$ cat config.mk
export PLATFORM = sky130hd
export DESIGN_NAME = mmio_path_monitor
export DESIGN_NICKNAME = d
export VERILOG_FILES = /design/src/rtl/mmio_map_pkg.sv /design/src/rtl/path_expect_ram.sv /design/src/rtl/mmio_path_monitor.sv
export SDC_FILE = /design/constraint.sdc
export NUM_CORES = 1
export LEC_CHECK = 0
export ABC_AREA = 1
export ABC_CLOCK_PERIOD_IN_PS = 3000
export CAP_MARGIN = 15
export CORE_AREA = 2 2 230 232
export DETAILED_ROUTE_END_ITERATION = 8
export DIE_AREA = 0 0 232 234
export PLACE_DENSITY = 0.72
export SKIP_CTS_REPAIR_TIMING = 1
export SYNTH_ARGS = -nofsm -noshare
export SYNTH_HDL_FRONTEND = slang
export SYNTH_HIERARCHICAL = 1
export SYNTH_SLANG_ARGS = --single-unit
$ cat constraint.sdc
create_clock -name clk -period 3 [get_ports clk]
set_input_delay 0.3 -clock clk [delete_from_list [all_inputs] [get_ports clk]]
set_output_delay 0.3 -clock clk [all_outputs]
set_load 0.005 [all_outputs]
$ cat src/rtl/mmio_map_pkg.sv
// Mailbox address map and monitor state encoding shared by the path monitor
// and anything else that needs to decode the path mailbox.
package mmio_map_pkg;

   localparam logic [31:0] BASE_ADDR_DEFAULT = 32'h0200_0000;

   localparam logic [7:0] OFS_START = 8'h00;
   localparam logic [7:0] OFS_END   = 8'h04;
   localparam logic [7:0] OFS_NODE  = 8'h08;
   localparam logic [7:0] OFS_DONE  = 8'h0C;
   localparam logic [7:0] OFS_PREV  = 8'h10;

   typedef enum logic [1:0] {
      ST_LOAD = 2'd0,
      ST_RUN  = 2'd1,
      ST_DONE = 2'd2
   } state_e;

endpackage

$ cat src/rtl/path_expect_ram.sv
// Expected node-point table: one synchronous write port, one combinational
// read port. Contents are deliberately not reset.
module path_expect_ram #(
   parameter int DATA_W = 32,
   parameter int DEPTH  = 16
) (
   input  logic                     clk,
   input  logic                     we,
   input  logic [$clog2(DEPTH)-1:0] waddr,
   input  logic [DATA_W-1:0]        wdata,
   input  logic [$clog2(DEPTH)-1:0] raddr,
   output logic [DATA_W-1:0]        rdata
);

   logic [DATA_W-1:0] mem_q [DEPTH];

   // table write port
   always_ff @(posedge clk) begin
      if (we) begin
         mem_q[waddr] <= wdata;
      end
   end

   assign rdata = mem_q[raddr];

endmodule

$ cat src/rtl/mmio_path_monitor.sv
// Snoops CPU stores to the path mailbox, checks NODE writes against a
// preloaded expected sequence and reports pass/fail on the CPU's DONE write.
module mmio_path_monitor
   import mmio_map_pkg::*;
#(
   parameter int                DATA_W    = 32,
   parameter int                ADDR_W    = 32,
   parameter int                DEPTH     = 16,
   parameter logic [ADDR_W-1:0] BASE_ADDR = ADDR_W'(BASE_ADDR_DEFAULT),
   parameter int                ERR_W     = 8
) (
   input  logic                       clk,
   input  logic                       reset,
   input  logic                       exp_we,
   input  logic [DATA_W-1:0]          exp_data,
   input  logic                       arm,
   input  logic                       MemWrite,
   input  logic [ADDR_W-1:0]          DataAdr,
   input  logic [DATA_W-1:0]          WriteData,
   output logic [DATA_W-1:0]          rotations,
   output logic [$clog2(DEPTH):0]     node_count,
   output logic [ERR_W-1:0]           error_count,
   output logic                       busy,
   output logic                       done,
   output logic                       pass,
   output logic                       overflow
);

   localparam int AW = $clog2(DEPTH);
   localparam int CW = AW + 1;
   localparam logic [CW-1:0]     DEPTH_C   = CW'(DEPTH);
   localparam logic [ERR_W-1:0]  ERR_MAX   = {ERR_W{1'b1}};
   localparam logic [ERR_W-1:0]  ERR_ZERO  = {ERR_W{1'b0}};
   localparam logic [ADDR_W-1:0] ADR_START = BASE_ADDR + ADDR_W'(OFS_START);
   localparam logic [ADDR_W-1:0] ADR_NODE  = BASE_ADDR + ADDR_W'(OFS_NODE);
   localparam logic [ADDR_W-1:0] ADR_DONE  = BASE_ADDR + ADDR_W'(OFS_DONE);

   state_e            state_q, state_d;
   logic [CW-1:0]     exp_count_q, exp_count_d;
   logic [CW-1:0]     node_count_q, node_count_d;
   logic [ERR_W-1:0]  error_count_q, error_count_d;
   logic [DATA_W-1:0] rotations_q, rotations_d;
   logic              overflow_q, overflow_d;
   logic              pass_q, pass_d;
   logic              busy_q, done_q;

   logic              ram_we;
   logic [DATA_W-1:0] ram_rdata;
   logic              hit_start, hit_node, hit_done, mismatch;

   path_expect_ram #(
      .DATA_W (DATA_W),
      .DEPTH  (DEPTH)
   ) u_expect_ram (
      .clk   (clk),
      .we    (ram_we),
      .waddr (exp_count_q[AW-1:0]),
      .wdata (exp_data),
      .raddr (node_count_q[AW-1:0]),
      .rdata (ram_rdata)
   );

   // END and PREV stores decode as mailbox traffic but change nothing here.
   assign hit_start = MemWrite && (DataAdr == ADR_START);
   assign hit_node  = MemWrite && (DataAdr == ADR_NODE);
   assign hit_done  = MemWrite && (DataAdr == ADR_DONE) && (WriteData == DATA_W'(1));

   // next-state: table load, NODE compare, saturating counters, pass capture
   always_comb begin
      state_d       = state_q;
      exp_count_d   = exp_count_q;
      node_count_d  = node_count_q;
      error_count_d = error_count_q;
      rotations_d   = rotations_q;
      overflow_d    = overflow_q;
      pass_d        = pass_q;
      ram_we        = 1'b0;
      mismatch      = 1'b0;
      case (state_q)
         ST_LOAD: begin
            if (exp_we) begin
               if (exp_count_q == DEPTH_C) begin
                  overflow_d = 1'b1;
               end else begin
                  ram_we      = 1'b1;
                  exp_count_d = exp_count_q + CW'(1);
               end
            end else begin
               ram_we = 1'b0;
            end
            if (arm) begin
               state_d = ST_RUN;
            end else begin
               state_d = ST_LOAD;
            end
         end
         ST_RUN: begin
            if (hit_start) begin
               rotations_d = WriteData;
            end else begin
               rotations_d = rotations_q;
            end
            if (hit_node) begin
               if (node_count_q < exp_count_q) begin
                  mismatch = (WriteData != ram_rdata);
               end else begin
                  mismatch   = 1'b1;
                  overflow_d = 1'b1;
               end
               node_count_d  = (node_count_q == DEPTH_C) ? node_count_q : node_count_q + CW'(1);
               error_count_d = (mismatch && (error_count_q != ERR_MAX)) ?
                               error_count_q + ERR_W'(1) : error_count_q;
            end else begin
               mismatch = 1'b0;
            end
            // pass uses post-compare values so a same-edge NODE result is never lost
            if (hit_done) begin
               state_d = ST_DONE;
               pass_d  = (error_count_d == ERR_ZERO) && (node_count_d != {CW{1'b0}}) &&
                         (node_count_d == exp_count_q) && !overflow_d;
            end else begin
               state_d = ST_RUN;
            end
         end
         ST_DONE: begin
            state_d = ST_DONE;
         end
         default: begin
            state_d = ST_LOAD;
         end
      endcase
   end

   // state and registered status outputs
   always_ff @(posedge clk) begin
      if (reset) begin
         state_q       <= ST_LOAD;
         exp_count_q   <= {CW{1'b0}};
         node_count_q  <= {CW{1'b0}};
         error_count_q <= ERR_ZERO;
         rotations_q   <= {DATA_W{1'b0}};
         overflow_q    <= 1'b0;
         pass_q        <= 1'b0;
         busy_q        <= 1'b0;
         done_q        <= 1'b0;
      end else begin
         state_q       <= state_d;
         exp_count_q   <= exp_count_d;
         node_count_q  <= node_count_d;
         error_count_q <= error_count_d;
         rotations_q   <= rotations_d;
         overflow_q    <= overflow_d;
         pass_q        <= pass_d;
         busy_q        <= (state_d == ST_RUN);
         done_q        <= (state_d == ST_DONE);
      end
   end

   assign rotations   = rotations_q;
   assign node_count  = node_count_q;
   assign error_count = error_count_q;
   assign overflow    = overflow_q;
   assign pass        = pass_q;
   assign busy        = busy_q;
   assign done        = done_q;

endmodule
==> flow_metrics.tcl, run 1 <==
set metrics [dict create \
    grt_pass1_wl_mm 100.9 \
    postSynthRegisterBits 568 \
    route.detailed.vias_per_inst 5.409 \
    synth-warning-count 6 \
    sequential_cell_area_um2 16510 \
    status "completed" \
    fmaxAchievable_mhz 340.3 \
    area_growth_pct 18.90 \
    grt_antenna_before_repair 5 \
    gr-total-overflow 0 \
    post_synth_and_or_nand_nor_area_fraction 0.2254 \
    start_util 0.4928 \
    route.detailed.wl_per_inst_um 19.80 \
    number_of_max_capacitance_violations_reported 0 \
    dieHeight_um 234 \
    timing.hold.ws_ns 0.3183 \
    asyncSetResetFlopFracSynth 0 \
    power.density_nw_per_um2 569.1 \
    critical_path_peak_fanout 18 \
    yosys.cell_types.count 33 \
    synth_top_family_by_area "simple AND/OR/NAND/NOR gates" \
    drt_first_iter_violations 2325 \
    nets 2920 \
    grt_setup_unrepaired "true" \
    yosys_most_used_dff "edfxtp_1" \
    yosysSeqAreaShare 0.6434 \
    tritoncts.num_buffers 54 \
    start_kind "register" \
    ws_path_type "reg2reg" \
    clock_latency_ns 0.59 \
    ir_drop_mv 0.4740 \
    setup-violations-final 0 \
    hold_viol 0 \
    grtUsageTotal 0.2446 \
    slew-limit-headroom 0.6254 \
    floorplan.core_area_um2 52020 \
    detail_route_antenna_nets 0 \
    htreeDepth 2 \
    timing.final.max_slew_violations 0 \
    timing.final.crit_share 0.9795 \
    finClkSkew_ns 0.01510 \
    synth_compound_gate_area_share 0.01845 \
    via_count_of_the_first_global_routing_pass 17800 \
    post-route-drc-count 0 \
    design.die.area_um2 54290 \
    cts.path.max_buffers 3 \
    yosys-mux-area-fraction 0 \
    worstHoldPathType "in2reg" \
    multi_input_area_um2 6833 \
    clk_transition_reported_paths_ns 0.07 \
    ioPinCount 150 \
    drive_above_1_share 0.07439 \
    synth.cell_area_um2 25640 \
    grt_start_max_net_pins 73 \
    fin_crit_ns 2.938 \
    data_required_time_of_the_critical_path_ns 3.51 \
    port_buffers 149 \
    layout.filler_cells 4145 \
    floorplan.rows 84 \
    clockRootBuffer "clkbuf_16" \
    end_kind "register" \
    post_syn_nets 2752 \
    synth_xor_area_frac 0.01025 \
    detailedRoute.firstPassIterationCount 5 \
    gate_count_post_synth 2642 \
    dp.final_hpwl_mm 38.27 \
    via_count 19150 \
    design_power_total_uw 17350 \
    synthesis.area_per_instance_um2 9.705 \
    detail_route.wirelength_mm 70.10 \
    die_x_um 232 \
    critical_path_arrival_ns 3.45 \
    synthAdderAreaFrac 0.004392 \
    slew_at_the_pin_closest_to_its_max_slew_limit_ns 0.5602 \
    cts_tree "built" \
    leakagePower_uw 0.01280 \
    synth_enable_flop_cells 512 \
    cts_num_sinks 568 \
    place.gp.congestion 0.8983 \
]
==> cell usage after synthesis (2+ instances only) <==
| cell type | instances | area share |
|---|---|---|
| a21oi_1 | 37 | 0.0072 |
| buf_1 | 14 | 0.0020 |
| buf_2 | 46 | 0.0090 |
| buf_4 | 7 | 0.0020 |
| buf_6 | 29 | 0.013 |
| clkbuf_1 | 24 | 0.0035 |
| dfxtp_1 | 56 | 0.044 |
| edfxtp_1 | 512 | 0.60 |
| ha_1 | 9 | 0.0044 |
| inv_1 | 458 | 0.067 |
| inv_2 | 5 | 0.00073 |
| nand2_1 | 785 | 0.11 |
| nand2_2 | 4 | 0.00098 |
| nand2_4 | 2 | 0.00088 |
| nand3_1 | 410 | 0.080 |
| nand3b_1 | 5 | 0.0015 |
| nand4_1 | 18 | 0.0044 |
| nor2_1 | 101 | 0.015 |
| nor2_2 | 5 | 0.0012 |
| nor3_1 | 22 | 0.0043 |
| nor3b_1 | 2 | 0.00059 |
| o211ai_1 | 4 | 0.0012 |
| o21ai_0 | 48 | 0.0094 |
| o21ai_1 | 2 | 0.00039 |
| xnor2_1 | 25 | 0.0085 |
| xor2_1 | 5 | 0.0017 |
==> layout by cell type (no fill, tap or decap), types with 3 or more instances in the layout <==
cell	netlist	routed
xnor2_1	25	20
xor2_1	5	5
clkbuf_1	24	17
bufinv_16	0	3
clkinv_1	0	12
nor3_1	22	22
nand4_1	18	18
diode_2	0	3
buf_16	0	5
nand2_4	2	3
a21oi_1	37	37
buf_4	7	26
nand2_2	4	10
nor2_1	101	79
xnor2_2	0	5
nand3_1	410	408
nor2_2	5	11
edfxtp_1	512	512
clkbuf_16	0	62
buf_12	1	42
ha_1	9	9
nor2_4	1	17
clkdlybuf4s50_1	0	149
nand3b_1	5	5
o21ai_0	48	48
dfxtp_1	56	52
inv_1	458	457
nand2_1	785	778
clkinv_2	0	5
buf_6	29	4
inv_2	5	5
o211ai_1	4	4
==> layer usage <==
layer | up-vias | global-route usage | routed length, um
met5 | - | 0 | 46
met4 | 6 | 0.1116 | 2625
met3 | 197 | 0.04134 | 6554
met2 | 1002 | 0.4018 | 33290
met1 | 9085 | 0.3199 | 27580
li1 | 8864 | - | -
==> kinds of logic after synthesis <==
group,after synthesis
buffers and inverters,585
AOI/OAI and AO/OA,92
and+or+nand+nor,1358
DFF,568
adders and majority gates,9
xor gates and xnor gates,30
==> worst paths after layout <==
kind / startpoint / slack (ns) / cells past startpoint / to
worst max-delay path: node_count[0]$_SDFFE_PP0P_ / 0.06 / 22 / pass$_SDFFE_PP0P_
worst min-delay path: arm / 0.32 / 3 / busy$_SDFF_PP0_
worst max register to register: node_count[0]$_SDFFE_PP0P_ / 0.06 / 22 / pass$_SDFFE_PP0P_
worst min register to register: rotations[12]$_SDFFE_PP0P_ / 0.52 / 2 / rotations[12]$_SDFFE_PP0P_
==> critical path: stages, from the launching register on <==
cell and delay [ns]:
dfxtp_4 0.42, buf_12 0.16, buf_12 0.12, buf_6 0.18, nand2_1 0.10, nand3_1 0.11
nand3_1 0.09, nand3_1 0.09, nand2_1 0.13, xnor2_1 0.18, nand2_1 0.08, nor2_1 0.09
nand2_1 0.06, nor2_2 0.15, nand3_2 0.09, buf_6 0.16, nand4_1 0.08, nand2_1 0.09
nor2_2 0.12, nand2_1 0.06, nor2_1 0.11, nand3_1 0.08, a21oi_1 0.12
==> area by class of cell <==
class,instances,area share
Antenna cell,3,0.0002463
Clock buffer,72,0.04724
Clock inverter,24,0.006239
Inverter,464,0.05779
Multi-Input combinational cell,1489,0.2241
Sequential cell,568,0.5415
Tap cell,688,0.02824
Timing Repair Buffer,233,0.09465
==> report_power, final <==
group          internal [uW]  switching, uW
clock network           3600           2810
registers               8720           54.0
logic                    818           1340
==> per-stage QoR <==
step                      setup TNS (ns)  std cells  cell area (um^2)  setup WS [ns]  utilization
after floorplan                        0       2642             25640        0.04008            -
after global placement          -0.03509       3428             28400       -0.03509       0.5458
after detailed placement        -0.03159       3428             28400       -0.03159       0.5458
after CTS                       -0.09287       3524             30030       -0.09287       0.5772
after global routing             -0.1923       3540             30480        -0.1594       0.5859
final                                  0       3541             30480        0.06155       0.5860
==> registers in the layout, indices dropped and copies added (netlist names) <==
signal and cells:
overflow 1, node_count 5, state_q 2, done 1, busy 1, error_count 8, pass 1, u_expect_ram/mem_q 512
exp_count_q 5, rotations 32
Note: power is estimated with default switching activity, not from simulation.
==> run 2: changes to the inputs <==
--- a/config.mk
+++ b/config.mk
@@ -11,7 +11,7 @@
 export CORE_AREA = 2 2 230 232
 export DETAILED_ROUTE_END_ITERATION = 8
 export DIE_AREA = 0 0 232 234
-export PLACE_DENSITY = 0.72
+export PLACE_DENSITY = 0.71
 export SKIP_CTS_REPAIR_TIMING = 1
 export SYNTH_ARGS = -nofsm -noshare
 export SYNTH_HDL_FRONTEND = slang
==> constraint.sdc (replaced) <==
create_clock -name clk -period 3 [get_ports clk]
set_input_delay 0.45 -clock clk [delete_from_list [all_inputs] [get_ports clk]]
set_output_delay 0.45 -clock clk [all_outputs]
set_load 0.005 [all_outputs]
==> run 2 against run 1 <==
  * Total power grew 2.0%
  * Fmax increased by 1.3%
  * Largest power group unchanged
  * Non-clock buffer count is 18 higher
  * Clock-buffer cell count is 8 lower
  * Routed wire length down 1.8%
  * Sequential cell count stayed put
==> flow_metrics.tcl, run 2 (same netlist as run 1, synthesis figures left out) <==
set metrics [dict create \
    clk_transition_reported_paths_ns 0.07 \
    drive_above_1_share 0.08084 \
    cts.path.max_buffers 3 \
    layout.cells.most_common "nand2_1" \
    regToRegSetupSlack_ns 0.1 \
    start_util 0.4928 \
    route.detailed.wl_per_inst_um 19.33 \
    leakagePower_uw 0.01293 \
    number_of_max_capacitance_violations_reported 0 \
    critical_path_peak_fanout 13 \
    route.detailed.vias_per_inst 5.331 \
    status "completed" \
    detail_route_antenna_nets 0 \
    data_required_time_of_the_critical_path_ns 3.52 \
    grtUsageTotal 0.2442 \
    largest_register_ff_count 512 \
    post-route-drc-count 0 \
    crit-reg2reg-launch "node_count[0]$_SDFFE_PP0P_" \
    fin_crit_ns 2.901 \
    worstHoldPathType "in2reg" \
    via_count_of_the_first_global_routing_pass 17720 \
    hold_viol 0 \
    power.density_nw_per_um2 576.2 \
    timing.critical_path.cells "buf_16 > buf_12 > buf_12 > clkbuf_16 > nand2_1 > nand3_1 > nand3_1 > nand3_1 > nand2_2 > xnor2_1 > nand2_1 > nor2_4 > nand2_1 > nor2_1 > nand3_1 > buf_6 > nand4_1 > nor2_1 > nor2_1 > nand2_1 > nor2_1 > nand3_1 > a21oi_1" \
    detail_route.wirelength_mm 68.84 \
    slowest_delay_ns 0.39 \
    dieHeight_um 234 \
    fmaxAchievable_mhz 344.7 \
    clockRootBuffer "clkbuf_16" \
    finClkSkew_ns 0.02385 \
    design.die.area_um2 54290 \
    tritoncts.num_buffers 53 \
    setup.worst_path.start "node_count[0]$_SDFFE_PP0P_" \
    floorplan.core_area_um2 52020 \
    placement.cell_area_um2 28450 \
    gr-total-overflow 0 \
    grt_start_max_net_pins 52 \
    clock_latency_ns 0.60 \
    nets 2937 \
    slew_at_the_pin_closest_to_its_max_slew_limit_ns 0.6167 \
    end_kind "register" \
    critical_path.slowest_cell "dfxtp_4" \
    setup-violations-final 0 \
    max_flop_register "u_expect_ram/mem_q" \
    ioPinCount 150 \
    cts_tree "built" \
    ir_drop_mv 0.4283 \
    grt_antenna_before_repair 3 \
    detailedRoute.firstPassIterationCount 6 \
    drt_first_iter_violations 2158 \
    grt_setup_unrepaired "true" \
    ws_path_type "reg2reg" \
    port_buffers 149 \
    timing.final.max_slew_violations 0 \
    grt_pass1_wl_mm 100.4 \
    worst_path_bufs_invs 5 \
    layout.cells.most_common_list "779 x nand2_1, 512 x edfxtp_1, 457 x inv_1" \
    floorplan.rows 84 \
    final_core_util 0.5903 \
    worst_path_dominant_cell_family "simple AND/OR/NAND/NOR gates" \
    place.gp.congestion 0.8863 \
    timing.final.crit_share 0.9671 \
    area_growth_pct 19.78 \
    start_kind "register" \
    dp.final_hpwl_mm 39.17 \
    stdcell_area_um2 30710 \
    timing.hold.worst.start "arm" \
    slew-limit-headroom 0.5876 \
    die_x_um 232 \
    via_count 18980 \
    crit_top_cell "nand3_1" \
    cts_num_sinks 568 \
    htreeDepth 2 \
    critical_path_arrival_ns 3.42 \
]
-- run 2: cell types whose count changed in the layout (fill, tap and decap cells not counted), moves of 4 or more --
cell	delta
xnor2_2	-4
buf_12	-7
nor2_2	-4
bufinv_16	+4
xnor2_1	+4
clkinv_2	+8
buf_4	+17
clkbuf_1	-7
-- run 2: path summary, 6_finish.rpt --
| path | endpoint | depth (start not counted) |
|---|---|---|
| worst min register to register | pass$_SDFFE_PP0P_ | 2 |
| worst max-delay path | pass$_SDFFE_PP0P_ | 23 |
| worst max register to register | pass$_SDFFE_PP0P_ | 23 |
| worst min-delay path | state_q[0]$_SDFF_PP0_ | 3 |
-- run 2: tightest hold or removal path: stages --
cell,delay [ns]
clkdlybuf4s50_1,0.40
nand2_1,0.10
a21oi_1,0.07
-- run 2: layout make-up --
class	count	area, um^2
inverter	464	1752
timing repair buffer	251	3043
tap	688	860.8
antenna	3	7.507
sequential	568	16510
multi-input combinational	1489	6790
clock buffer	64	1389
fill	4132	21310
clock inverter	34	364.1
-- run 2: layer usage --
metal  track usage  share of wire  up-vias
met4       0.08193          0.027        0
met1        0.3182           0.39     8932
met3       0.04377           0.10      134
met5             0              0        -
li1              -              -     8906
met2        0.4144           0.48     1010
-- run 2: through the flow --
stage	hold slack, ns	setup slack, ns	total power [uW]	setup TNS [ns]	instances
floorplan	0.4618	0.04008	10120	0	2642
global placement	0.4674	-0.02894	10870	-0.02894	3440
detailed placement	0.4688	-0.03554	10910	-0.03554	3440
CTS	0.4487	-0.06114	17600	-0.06114	3538
global route	0.4578	-0.1875	18280	-0.2099	3560
finish	0.4805	0.09871	17700	0	3561
-- run 2: power by group --
part / switching (uW) / internal, uW / total (uW)
combinational: 1330 / 830 / 2160
sequential: 54.9 / 8720 / 8780
clock: 2860 / 3900 / 6760
